File: src/rtl/mips_pkg.sv
//------------------------------------------------------------------------------
// mips_pkg
//   Shared constants and types for the MIPS pipeline control blocks.
//   - Opcode / funct encodings used by the hazard logic
//   - Mult/div sequencer state enum
//   - Bit positions of the stall/flush priority request vector
// Revision: 1.0
//------------------------------------------------------------------------------
`default_nettype none

package mips_pkg;

  // Opcode and funct encodings
  localparam logic [5:0] OP_RTYPE = 6'b000000;
  localparam logic [5:0] FN_MFHI  = 6'b010000;
  localparam logic [5:0] FN_MFLO  = 6'b010010;
  localparam logic [5:0] FN_MULT  = 6'b011000;
  localparam logic [5:0] FN_DIV   = 6'b011010;

  // Mult/div sequencer states
  typedef enum logic [1:0] {
    MD_IDLE = 2'd0,
    MD_MULT = 2'd1,
    MD_DIV  = 2'd2,
    MD_DONE = 2'd3
  } md_state_t;

  // Request-vector bit positions, highest index = highest priority:
  // memory wait beats a taken branch, which beats load-use / mult-div holds.
  localparam int PRIO_HAZ = 0;
  localparam int PRIO_BR  = 1;
  localparam int PRIO_MW  = 2;

endpackage : mips_pkg

`default_nettype wire

File: src/rtl/muldiv_seq.sv
//------------------------------------------------------------------------------
// muldiv_seq
//   Occupancy sequencer for the shared iterative multiply/divide unit.
//   Issues a one-cycle start pulse and keeps o_busy high for exactly
//   MULT_CYCLES or DIV_CYCLES cycles, then spends one cycle in DONE.
//   Ports:
//     clk, reset        clock, synchronous active-high reset
//     i_is_mult/i_is_div  older instruction (ID) is mult / div
//     i_mem_wait        data memory stall; blocks issue
//     o_start           registered one-cycle start pulse
//     o_op              0 = mult, 1 = div (valid with o_start)
//     o_busy            registered, high while in MULT or DIV
//   Macro: HAZARD_CTL_DIV_EN enables divide sequencing; when undefined
//   i_is_div is ignored and o_op stays 0.
// Revision: 1.0
//------------------------------------------------------------------------------
`default_nettype none

module muldiv_seq
  import mips_pkg::*;
#(
  parameter int MULT_CYCLES = 4,
  parameter int DIV_CYCLES  = 32,
  parameter int CNT_W       = 6
)(
  input  logic clk,
  input  logic reset,
  input  logic i_is_mult,
  input  logic i_is_div,
  input  logic i_mem_wait,
  output logic o_start,
  output logic o_op,
  output logic o_busy
);

  md_state_t        r_state, w_state_nxt;
  logic [CNT_W-1:0] r_cnt, w_cnt_nxt;
  logic             r_start, w_start_nxt;
  logic             r_op, w_op_nxt;
  logic             r_busy;
  logic [CNT_W-1:0] w_mult_load;
  logic [CNT_W-1:0] w_div_load;

  assign w_mult_load = CNT_W'(MULT_CYCLES - 1);
  assign w_div_load  = CNT_W'(DIV_CYCLES - 1);

`ifndef HAZARD_CTL_DIV_EN
  logic w_unused;
  assign w_unused = &{1'b0, i_is_div, w_div_load};
`endif

  always_ff @(posedge clk) begin
    if (reset) begin
      r_state <= MD_IDLE;
      r_cnt   <= '0;
      r_start <= 1'b0;
      r_op    <= 1'b0;
      r_busy  <= 1'b0;
    end else begin
      r_state <= w_state_nxt;
      r_cnt   <= w_cnt_nxt;
      r_start <= w_start_nxt;
      r_op    <= w_op_nxt;
      r_busy  <= (w_state_nxt == MD_MULT) || (w_state_nxt == MD_DIV);
    end
  end

  always_comb begin
    w_state_nxt = r_state;
    w_cnt_nxt   = r_cnt;
    w_start_nxt = 1'b0;
    w_op_nxt    = r_op;
    case (r_state)
      MD_IDLE: begin
        if (i_is_mult && !i_mem_wait) begin
          w_state_nxt = MD_MULT;
          w_cnt_nxt   = w_mult_load;
          w_start_nxt = 1'b1;
          w_op_nxt    = 1'b0;
        end
`ifdef HAZARD_CTL_DIV_EN
        else if (i_is_div && !i_mem_wait) begin
          w_state_nxt = MD_DIV;
          w_cnt_nxt   = w_div_load;
          w_start_nxt = 1'b1;
          w_op_nxt    = 1'b1;
        end
`endif
      end
      // Loaded with N-1 and left at zero, so the busy window is exactly N
      // cycles and the counter never wraps below zero.
      MD_MULT, MD_DIV: begin
        if (r_cnt == '0) begin
          w_state_nxt = MD_DONE;
        end else begin
          w_cnt_nxt = r_cnt - 1'b1;
        end
      end
      MD_DONE: w_state_nxt = MD_IDLE;
      default: w_state_nxt = MD_IDLE;
    endcase
  end

  assign o_start = r_start;
  assign o_busy  = r_busy;
`ifdef HAZARD_CTL_DIV_EN
  assign o_op    = r_op;
`else
  assign o_op    = 1'b0;
`endif

endmodule : muldiv_seq

`default_nettype wire

File: src/rtl/hazard_ctl.sv
//------------------------------------------------------------------------------
// hazard_ctl
//   Pipeline hazard controller beside the decode stage. Produces AnyStall,
//   flush and Bubble_EX from load-use, mult/div-busy, memory-wait and
//   taken-branch conditions, and sequences the shared mult/div unit.
//   Ports:
//     clk, reset                 clock, synchronous active-high reset
//     FetchData_IF[31:0]         instruction entering decode
//     MemToReg_ID, RegWrite_ID   decode controls of the older instruction
//     WriteReg_ID[4:0]           destination of the older instruction
//     IsMult_ID, IsDiv_ID        older instruction is mult / div
//     BranchTaken_EX             taken branch / jump redirect
//     DmemReady                  data memory completes this cycle
//     AnyStall, flush, Bubble_EX combinational pipeline controls
//     MulDivStart, MulDivOp, MulDivBusy  registered mult/div controls
//   Macro: HAZARD_CTL_DIV_EN enables divide sequencing and makes DIV a
//   mult/div user for the busy hazard.
// Revision: 1.0
//------------------------------------------------------------------------------
`default_nettype none

module hazard_ctl
  import mips_pkg::*;
#(
  parameter int MULT_CYCLES = 4,
  parameter int DIV_CYCLES  = 32,
  parameter int CNT_W       = 6
)(
  input  logic        clk,
  input  logic        reset,
  input  logic [31:0] FetchData_IF,
  input  logic        MemToReg_ID,
  input  logic        RegWrite_ID,
  input  logic [4:0]  WriteReg_ID,
  input  logic        IsMult_ID,
  input  logic        IsDiv_ID,
  input  logic        BranchTaken_EX,
  input  logic        DmemReady,
  output logic        AnyStall,
  output logic        flush,
  output logic        Bubble_EX,
  output logic        MulDivStart,
  output logic        MulDivOp,
  output logic        MulDivBusy
);

  logic [5:0] w_op, w_funct;
  logic [4:0] w_rs, w_rt;
  logic       w_rtype, w_hilo_rd, w_md_user;
  logic       w_lu, w_md, w_mw;
  logic [2:0] w_req;
  logic       w_unused;

  assign w_op    = FetchData_IF[31:26];
  assign w_rs    = FetchData_IF[25:21];
  assign w_rt    = FetchData_IF[20:16];
  assign w_funct = FetchData_IF[5:0];
  assign w_unused = &{1'b0, FetchData_IF[15:6]};

  assign w_rtype   = (w_op == OP_RTYPE);
  assign w_hilo_rd = w_rtype && ((w_funct == FN_MFHI) || (w_funct == FN_MFLO));
`ifdef HAZARD_CTL_DIV_EN
  assign w_md_user = w_rtype && ((w_funct == FN_MULT) || (w_funct == FN_DIV));
`else
  assign w_md_user = w_rtype && (w_funct == FN_MULT);
`endif

  // $0 is never a real dependency, so a load into it cannot cause a stall.
  assign w_lu = MemToReg_ID && RegWrite_ID && (WriteReg_ID != 5'd0) &&
                ((WriteReg_ID == w_rs) || (WriteReg_ID == w_rt));
  assign w_md = MulDivBusy && (w_hilo_rd || w_md_user);
  assign w_mw = !DmemReady;

  assign w_req[PRIO_MW]  = w_mw;
  assign w_req[PRIO_BR]  = BranchTaken_EX;
  assign w_req[PRIO_HAZ] = w_lu || w_md;

  // A taken branch squashes the dependent instruction, so it needs no bubble;
  // a memory wait freezes everything, so neither flush nor bubble applies.
  assign AnyStall  = w_req[PRIO_MW] || (!w_req[PRIO_BR] && w_req[PRIO_HAZ]);
  assign flush     = w_req[PRIO_BR] && !w_req[PRIO_MW];
  assign Bubble_EX = !w_req[PRIO_MW] && !w_req[PRIO_BR] && w_req[PRIO_HAZ];

  muldiv_seq #(
    .MULT_CYCLES (MULT_CYCLES),
    .DIV_CYCLES  (DIV_CYCLES),
    .CNT_W       (CNT_W)
  ) u_muldiv_seq (
    .clk        (clk),
    .reset      (reset),
    .i_is_mult  (IsMult_ID),
    .i_is_div   (IsDiv_ID),
    .i_mem_wait (w_mw),
    .o_start    (MulDivStart),
    .o_op       (MulDivOp),
    .o_busy     (MulDivBusy)
  );

endmodule : hazard_ctl

`default_nettype wire
File: config.mk
export PLATFORM = sky130hd
export DESIGN_NAME = hazard_ctl
export DESIGN_NICKNAME = d
export VERILOG_FILES = /design/src/rtl/mips_pkg.sv /design/src/rtl/muldiv_seq.sv /design/src/rtl/hazard_ctl.sv
export SDC_FILE = /design/constraint.sdc
export NUM_CORES = 1
export LEC_CHECK = 0
export BUFFER_PORTS_ARGS = -buffer_cell sky130_fd_sc_hd__buf_2
export CAP_MARGIN = 20
export CORE_MARGIN = 1
export CORE_UTILIZATION = 44
export DETAILED_ROUTE_END_ITERATION = 8
export GPL_ROUTABILITY_DRIVEN = 1
export PLACE_DENSITY_LB_ADDON = 0.15
export SYNTH_ARGS = -nofsm -noshare
export SYNTH_HDL_FRONTEND = slang
export SYNTH_SLANG_ARGS = --single-unit
export TNS_END_PERCENT = 20
File: constraint.sdc
create_clock -name clk -period 5.3 [get_ports clk]
set_input_delay 0.265 -clock clk [delete_from_list [all_inputs] [get_ports clk]]
set_output_delay 0.265 -clock clk [all_outputs]
set_load 0.02 [all_outputs]
==> flow_summary_export.csv, run 1 <==
group,metric,value,unit
critical_path,cp-start-kind,"flop",
clocking,cts-buffers-inserted,3,
finish,drive_gt1_frac,0.362,
yosys,synth.avg_cell_area,8.64,sq um
run,maxCapViolations,0,
global_route,grt_pass1_vias,655,
critical_path,ff2ff_path_depth,6,
sta,drv_slew,0,
critical_path,cp_max_fo,14,
clocking,clkTransAtPathRegs,60,ps
power,pwr-share-seq,0.320,
die,boundaryPins,51,
power,switching_share,0.403,
critical_path,crit_path_start,"u_muldiv_seq.r_state[0]$_SDFF_PP0_",
critical_path,critPathArrivalTime,2250,ps
global_route,globalRouteMet1Util,0.264,
finish,finalNetCount,181,
worst_hold_path,hold_depth,2,
clocking,cts_tree,"yes",
sta,rsz0062_at_grt,"no",
global_route,grt_busiest_layer,"met2",
clocking,clockRootBuffer,"clkbuf_4",
worst_hold_path,hp-start,"reset",
worst_hold_path,min_path_type,"input port to flop",
sta,max_freq,484,MHz
yosys,synth.top_cell.area_share,0.252,
clocking,cts-root-to-sink-buffers,2,
die,coreArea,1590,sq um
critical_path,r2r_start,"u_muldiv_seq.r_state[0]$_SDFF_PP0_",
placement,hpwlAfterDp,1390,um
finish,nFillCells,145,
global_route,grt_max_degree,15,
critical_path,worstSetupPathType,"flop to flop",
yosys,synth_ff_type,"dfxtp_1",
finish,num_antenna_cells,0,
die,die_h,44.5,um
power,power_density,317,nW/um^2
detailed_routing,wire_per_inst,11.7,um
die,die_w,44.5,um
clocking,cts_sinks,10,
power,p_leak,0.465,nW
placement,numPortBuffers,38,
clocking,ctsHoldBuffers,0,
yosys,synth_edf_count,0,
sta,finalSetupViolations,0,
sta,layout_min_cycle_time,2070,ps
critical_path,required,5480,ps
yosys,async_flop_share,0,
die,initial_core_util,0.498,
critical_path,cp-end-kind,"flop",
yosys,synthesis.nets,141,
finish,syn_to_final_growth,28.7,%
detailed_routing,ant_nets,0,
critical_path,critPathMaxStageDelay,460,ps
yosys,yosysUniqueCellTypes,39,
yosys,netlist_area,795,sq um
critical_path,timing.rr.end,"u_muldiv_seq.r_cnt[1]$_SDFFE_PP0P_",
finish,register_area,200,sq um
global_route,grt_use_met2,0.285,
sta,fin_skew,1.45,ps
critical_path,cp_slowest_cell,"ha_1",
clocking,clk_latency,270,ps
sta,min_period_over_period,0.390,
yosys,synth.area.top_cells,"dfxtp_1 (25%), xor2_1 (12%), ha_1 (6.3%)",
detailed_routing,drtPass1Iterations,4,
sta,fin_tns_setup,0,ps
detailed_routing,drc_errors,0,
yosys,synthCells,92,
critical_path,crit_chain,"inv_1 > ha_1 > and2b_1 > a221oi_4 > nor2_1 > a311oi_1",
finish,layout_common_cells,"buf_2 (38), xor2_1 (11), dfxtp_1 (10), inv_1 (6), nor2_1 (6)",
detailed_routing,drt_wl_total,1810,um
run_status,outcome,"finished clean",
yosys,ys_seq_area_frac,0.252,
clocking,post_cts_resized,0,
power,p_int,193,uW
yosys,ys_ff_latch,10,
die,fp.dieArea,1980,sq um
power,ir_worst_vdd,0.201,mV
global_route,antenna_found_initial,0,
yosys,yosys_warnings,0,
global_route,overflow,0,
worst_hold_path,hold_end,"u_muldiv_seq.r_cnt[0]$_SDFFE_PP0P_",
sta,hold_viol,0,
detailed_routing,routed_via_density,5.34,
power,power_switching,131,uW
power,combPwrFrac,0.519,
global_route,grt_pass1_wl,2830,um
sta,whs,289,ps
detailed_routing,drt_iter0_markers,43,
power,clkPwrFrac,0.162,
yosys,yosysTopAreaCell,"dfxtp_1",
clocking,h-tree-depth,1,
critical_path,ff2ff_setup_slack,3230,ps
detailed_routing,via_count,823,
die,placementRows,14,
global_route,gr-usage-all-layers,0.195,
finish,layout_commonest_cell,"buf_2",
clocking,post-cts-setup-buffer-count,0,
global_route,use_met3,0.0408,
finish,multi_input_comb_area,557,sq um
placement,place.gp.congestion,0.778,
## routing by layer
metal  wire length (um)  part of all wire
met4                 35             0.019
met5                  0                 0
met1                886              0.49
met2                754              0.42
met3                129             0.071
## stage by stage
stage	setup WS (ps)	cells	utilization	power [mW]	area, sq um
2_1_floorplan	3560	92	-	0.231	795
3_3_place_gp	3290	151	0.627	0.267	1000
3_5_place_dp	3250	151	0.627	0.272	1000
4_1_cts	3250	154	0.641	0.325	1020
5_1_grt	3070	154	0.641	0.349	1020
6_report	3230	154	0.641	0.324	1020
## area by class of cell
| class | instances | area share |
|---|---|---|
| multi-input cells | 73 | 0.545 |
| flip-flops and latches | 10 | 0.196 |
| repair buffers | 38 | 0.186 |
| well taps | 24 | 0.0294 |
| clock buffers | 3 | 0.0220 |
| inverters | 6 | 0.0220 |
## worst max path at each step
stage	slack [ps]	cells after the start	end
after floorplan	3560	4	AnyStall
after global placement	3290	6	u_muldiv_seq.r_cnt[1]$_SDFFE_PP0P_
after detailed placement	3250	6	u_muldiv_seq.r_cnt[4]$_SDFFE_PP0P_
after CTS	3250	6	u_muldiv_seq.r_cnt[1]$_SDFFE_PP0P_
after global routing	3070	6	u_muldiv_seq.r_cnt[4]$_SDFFE_PP0P_
final	3230	6	u_muldiv_seq.r_cnt[1]$_SDFFE_PP0P_
## state kept, by name, summed over array words and instances (netlist names)
register              count
u_muldiv_seq.r_cnt        6
u_muldiv_seq.o_start      1
u_muldiv_seq.o_busy       1
u_muldiv_seq.r_state      2
## worst max-delay path, delay by kind of cell (launching register included)
kind                       cells  cell delay [ps]
and+or+nand+nor                2              360
DFF                            1              390
AOI/OAI and AO/OA              2              660
adders and majority gates      1              460
buffers and inverters          1              100
## synthesized netlist by cell type (2+ instances only)
master    count
nand2_1       4
clkbuf_1      2
nor2b_1       2
a21oi_1       4
xor2_1       11
o21ai_0       4
ha_1          4
nand2b_1      2
inv_1         6
a311oi_1      2
dfxtp_1      10
nand3_1       4
nor3_1        5
nor2_1        6
nand4b_1      2
## cells by family after synthesis
group	after synthesis	share of synthesized area
and+or+nand+nor	35	0.268
AOI/OAI and AO/OA	22	0.244
xor gates and xnor gates	11	0.121
DFF	10	0.252
buffers and inverters	9	0.0472
adders and majority gates	4	0.0630
other	1	0.00472
## power by group through the flow
stage               sequential [mW]  clock [mW]  combinational (mW)
floorplan                     0.105           0               0.125
global placement              0.104           0               0.163
detailed placement            0.105           0               0.167
CTS                           0.103      0.0538               0.168
global route                  0.106      0.0567               0.186
finish                        0.104      0.0524               0.168
No activity file was read; power rests on OpenSTA's default activity.
==> run 2: changes to the inputs <==
CORE_UTILIZATION = 41   (was 44)
clock period = 2.05 ns   (was 5.3 ns; I/O delays follow)
==> flow_summary_export.csv, run 2 (synthesis gave the netlist of run 1 again) <==
group,metric,value,unit
finish,finalNetCount,182,
run_status,outcome,"finished clean",
worst_hold_path,hold_depth,2,
detailed_routing,via_count,815,
detailed_routing,ant_nets,0,
sta,rsz0062_at_grt,"no",
global_route,grt_max_degree,14,
worst_hold_path,min_path_type,"input port to flop",
run,maxCapViolations,0,
finish,num_antenna_cells,0,
die,die_h,46.0,um
detailed_routing,drc_errors,0,
finish,layout_commonest_cell,"buf_2",
clocking,ctsHoldBuffers,0,
detailed_routing,drt_iter0_markers,12,
critical_path,cp-start-kind,"flop",
finish,final_core_util,0.592,
finish,drive_gt1_frac,0.371,
clocking,post-cts-setup-buffer-count,0,
clocking,clkTransAtPathRegs,70,ps
sta,hold_viol,0,
clocking,cts-root-to-sink-buffers,2,
detailed_routing,routed_via_density,5.19,
global_route,grt_pass1_vias,692,
finish,top_regs,"u_muldiv_seq.r_cnt (6), u_muldiv_seq.r_state (2)",
critical_path,worstSetupPathType,"flop to flop",
detailed_routing,wire_per_inst,11.8,um
placement,hpwlAfterDp,1480,um
clocking,cts_sinks,10,
sta,max_freq,523,MHz
sta,drv_slew,0,
clocking,h-tree-depth,1,
power,power_density,848,nW/um^2
critical_path,cp_slowest_cell,"a221oi_4",
clocking,post_cts_resized,0,
detailed_routing,drtPass1Iterations,4,
die,coreArea,1760,sq um
sta,finalSetupViolations,0,
global_route,overflow,0,
finish,regMostFlops,"u_muldiv_seq.r_cnt",
die,placementRows,15,
die,fp.dieArea,2120,sq um
detailed_routing,drt_wl_total,1850,um
global_route,gr-usage-all-layers,0.180,
finish,layout_common_cells,"buf_2 (38), xor2_1 (11), dfxtp_1 (10), inv_1 (6), nor2_1 (6)",
die,boundaryPins,51,
critical_path,ff2ff_path_depth,6,
clocking,clk_latency,260,ps
sta,fin_skew,2.97,ps
power,power,886,uW
sta,min_period_over_period,0.933,
power,ir_worst_vdd,0.492,mV
die,initial_core_util,0.450,
placement,dp.cells,153,
placement,place.gp.congestion,0.779,
sta,fin_tns_setup,0,ps
finish,final_cells,157,
clocking,cts_tree,"yes",
placement,numPortBuffers,38,
die,die_w,46.0,um
critical_path,critPathArrivalTime,2090,ps
critical_path,critPathMaxStageDelay,440,ps
power,p_leak,0.477,nW
finish,largest_reg_flops,6,
critical_path,cp-end-kind,"flop",
global_route,antenna_found_initial,0,
critical_path,crit_chain,"inv_1 > ha_1 > and2b_1 > a221oi_4 > nor2_1 > a311oi_1",
critical_path,cp_max_fo,7,
clocking,cts-buffers-inserted,3,
clocking,clockRootBuffer,"clkbuf_4",
global_route,grt_pass1_wl,2760,um
finish,syn_to_final_growth,31.5,%
critical_path,required,2230,ps
finish,nFillCells,176,
sta,whs,137,ps
sta,layout_min_cycle_time,1910,ps
run 2: final cells by class:
class	count	area, sq um	share of cell area
clock buffer	4	36.3	0.0347
sequential	10	200	0.192
inverter	6	22.5	0.0216
tap	25	31.3	0.0299
multi-input combinational	73	557	0.533
timing repair buffer	39	198	0.189
run 2: path summary, 6_finish.rpt:
check	startpoint	to	slack [ps]
hold / removal	reset	u_muldiv_seq.r_cnt[0]$_SDFFE_PP0P_	140
hold reg to reg	u_muldiv_seq.r_cnt[5]$_SDFFE_PP0P_	u_muldiv_seq.r_cnt[5]$_SDFFE_PP0P_	510
setup reg to reg	u_muldiv_seq.r_state[0]$_SDFF_PP0_	u_muldiv_seq.r_cnt[1]$_SDFFE_PP0P_	140
setup / recovery	u_muldiv_seq.r_state[0]$_SDFF_PP0_	u_muldiv_seq.r_cnt[1]$_SDFFE_PP0P_	140
run 2: per-layer routing:
layer / vias to the layer above / routed length, um / share of wire / track usage
met5: - / 0 / 0 / 0
met4: 0 / 4 / 0.0022 / 0.0824
met3: 2 / 132 / 0.071 / 0.0437
met2: 27 / 845 / 0.46 / 0.270
met1: 367 / 869 / 0.47 / 0.239
li1: 419 / - / - / -
run 2: report_power, final:
part | switching (mW) | leakage (nW) | total, mW | internal (mW)
registers | 0.0354 | 0.0819 | 0.268 | 0.232
logic | 0.234 | 0.374 | 0.440 | 0.206
clock network | 0.0709 | 0.0210 | 0.179 | 0.108
total | 0.341 | 0.477 | 0.886 | 0.546
run 2: metrics by stage:
stage	setup WS, ps	instance area (sq um)
final	138	1040
after floorplan	327	795
after CTS	159	1040
after global placement	230	1010
after detailed placement	171	1010
after global routing	44.6	1040
run 2: worst max-delay path: cells and delay by family (launching register included):
kind | cells | cell delay, ps
flip-flops | 1 | 410
buffers and inverters | 1 | 110
AO/OA/AOI/OAI | 2 | 680
AND/OR/NAND/NOR | 2 | 310
adder cells (fa/ha/maj) | 1 | 330
==> run 3: changes to the inputs <==
ABC_AREA = 1   (was unset)
CORE_UTILIZATION = 43   (was 41)
CTS_CLUSTER_SIZE = 20   (was unset)
REMOVE_ABC_BUFFERS = 1   (was unset)
==> flow_summary_export.csv, run 3 <==
group,metric,value,unit
run_status,outcome,"finished clean",
sta,finalSetupViolations,0,
yosys,yosysTopAreaCell,"nand2_1",
clocking,post_cts_resized,0,
detailed_routing,wire_per_inst,8.34,um
clocking,cts_sinks,10,
yosys,yosysUniqueCellTypes,23,
power,power_density,584,nW/um^2
finish,top_regs,"u_muldiv_seq.r_cnt (6), u_muldiv_seq.r_state (2)",
yosys,synth.area.top_cells,"nand2_1 (23%), dfxtp_1 (23%), inv_1 (14%)",
global_route,gr-usage-all-layers,0.183,
sta,rsz0062_at_grt,"no",
global_route,grt_max_degree,8,
critical_path,cp-start-kind,"flop",
yosys,synth.top_cell.area_share,0.231,
placement,postPlaceCellArea,1090,sq um
power,switching_share,0.356,
clocking,h-tree-depth,1,
die,boundaryPins,51,
finish,layout_common_cells,"nand2_1 (54), buf_2 (38), inv_1 (33), nor2_1 (17), nand3_1 (11)",
finish,fin_area,1130,sq um
clocking,cts_tree,"yes",
detailed_routing,routed_via_density,4.50,
power,clkPwrFrac,0.272,
power,p_leak,0.703,nW
power,p_int,424,uW
finish,layout_commonest_cell,"nand2_1",
critical_path,cp-end-kind,"flop",
critical_path,required,2220,ps
yosys,yosysMostFrequentCell,"nand2_1",
sta,min_period_over_period,0.784,
clocking,cts-root-to-sink-buffers,2,
finish,final_cells,224,
finish,regMostFlops,"u_muldiv_seq.r_cnt",
critical_path,cp_max_fo,6,
clocking,ctsHoldBuffers,0,
sta,fin_ws,443,ps
sta,layout_min_cycle_time,1610,ps
placement,dp.cells,220,
detailed_routing,drtPass1Iterations,4,
die,die_h,47.2,um
finish,syn_to_final_growth,28.5,%
sta,hold_viol,0,
critical_path,worstSetupPathType,"flop to flop",
yosys,ys_seq_area_frac,0.228,
yosys,synth.avg_cell_area,5.56,sq um
detailed_routing,drt_wl_total,1870,um
yosys,netlist_area,878,sq um
power,pwr-share-seq,0.351,
placement,numPortBuffers,38,
sta,fin_tns_setup,0,ps
detailed_routing,via_count,1009,
yosys,synthCells,158,
power,ir_worst_vdd,0.508,mV
global_route,grt_pass1_vias,794,
detailed_routing,ant_nets,0,
placement,hpwlAfterDp,1540,um
power,power,659,uW
finish,largest_reg_flops,6,
placement,place.gp.congestion,0.774,
yosys,async_flop_share,0,
worst_hold_path,min_path_type,"input port to flop",
die,die_w,47.2,um
die,initial_core_util,0.482,
clocking,cts-buffers-inserted,3,
yosys,ys_ff_latch,10,
critical_path,critPathArrivalTime,1780,ps
global_route,antenna_found_initial,0,
placement,dp_worst_setup_slack,469,ps
global_route,overflow,0,
finish,multi_input_comb_area,541,sq um
run,maxCapViolations,0,
sta,fin_skew,10.8,ps
power,power_switching,234,uW
sta,max_freq,622,MHz
yosys,synth_ff_type,"dfxtp_1",
die,fp.dieArea,2230,sq um
detailed_routing,drc_errors,0,
die,coreArea,1820,sq um
finish,drive_gt1_frac,0.251,
power,combPwrFrac,0.377,
clocking,clk_latency,270,ps
clocking,clkTransAtPathRegs,70,ps
global_route,grt_pass1_wl,2860,um
finish,num_antenna_cells,0,
yosys,yosys_warnings,0,
die,placementRows,15,
clocking,clockRootBuffer,"clkbuf_4",
yosys,synth_edf_count,0,
detailed_routing,drt_iter0_markers,11,
sta,drv_slew,0,
finish,register_area,200,sq um
finish,finalNetCount,249,
finish,nFillCells,182,
yosys,synth_commonest_cells,"nand2_1 (54), inv_1 (33), nor2_1 (17)",
clocking,post-cts-setup-buffer-count,0,
run 3: changes by cell type in the layout (fill, tap and decap cells not counted), sizes merged, moves of 2 or more:
cell / change
a21oi: +2
xor2: -11
nand2: +54
nand3: +7
a221oi: -2
inv: +28
nand2b: -2
xnor2: +2
a311oi: -2
nand4b: -2
nor2: +12
nor2b: -2
run 3: metal layers:
metal  track usage  vias to the layer above  share of wire
li1              -                      554              -
met1         0.182                      415           0.44
met2         0.344                       36           0.46
met3        0.0731                        4          0.081
met4        0.0571                        0          0.014
met5             0                        -              0
run 3: power groups by stage:
| stage | Sequential [mW] | Combinational (mW) | Clock, mW |
|---|---|---|---|
| 3_3_place_gp | 0.235 | 0.239 | 0 |
| 2_1_floorplan | 0.237 | 0.171 | 0 |
| 4_1_cts | 0.231 | 0.249 | 0.188 |
| 3_5_place_dp | 0.235 | 0.247 | 0 |
| 5_1_grt | 0.234 | 0.289 | 0.195 |
| 6_report | 0.231 | 0.248 | 0.179 |
run 3: final cells by class:
| class | count | area share |
|---|---|---|
| clock buffers | 4 | 0.0322 |
| repair buffers | 38 | 0.169 |
| multi-input cells | 113 | 0.479 |
| well taps | 25 | 0.0277 |
| inverters | 34 | 0.115 |
| flip-flops and latches | 10 | 0.177 |
run 3: stage by stage:
stage	hold slack, ps	util
after detailed placement	317	0.600
after CTS	17.0	0.620
after floorplan	172	-
after global placement	312	0.600
after global routing	21.1	0.620
final	27.4	0.620
run 3: critical path, stage by stage, from the launching register on:
cell and delay [ps]:
dfxtp_1 370, inv_1 90, ha_1 390, inv_1 100, or2_0 200, inv_1 70, nand2_1 70, nand2_1 80
nand2_1 50, nand2_1 50, nor2_1 40
run 3: kinds of logic after synthesis:
kind of cell / Yosys count / synth area share
simple gates: 94 / 0.459
xor+xnor: 2 / 0.0199
flops: 10 / 0.228
fa+ha+maj: 4 / 0.0570
compound gates: 12 / 0.0755
other cells: 1 / 0.00427
buf+inv: 35 / 0.157
run 3: worst paths after layout:
check / from / end / slack, ps / cells past startpoint
max: u_muldiv_seq.r_state[1]$_SDFF_PP0_ / u_muldiv_seq.o_busy$_SDFF_PP0_ / 440 / 10
min: reset / u_muldiv_seq.r_cnt[1]$_SDFFE_PP0P_ / 30 / 2
max reg2reg: u_muldiv_seq.r_state[1]$_SDFF_PP0_ / u_muldiv_seq.o_busy$_SDFF_PP0_ / 440 / 10
min reg2reg: u_muldiv_seq.r_cnt[1]$_SDFFE_PP0P_ / u_muldiv_seq.r_cnt[1]$_SDFFE_PP0P_ / 490 / 2
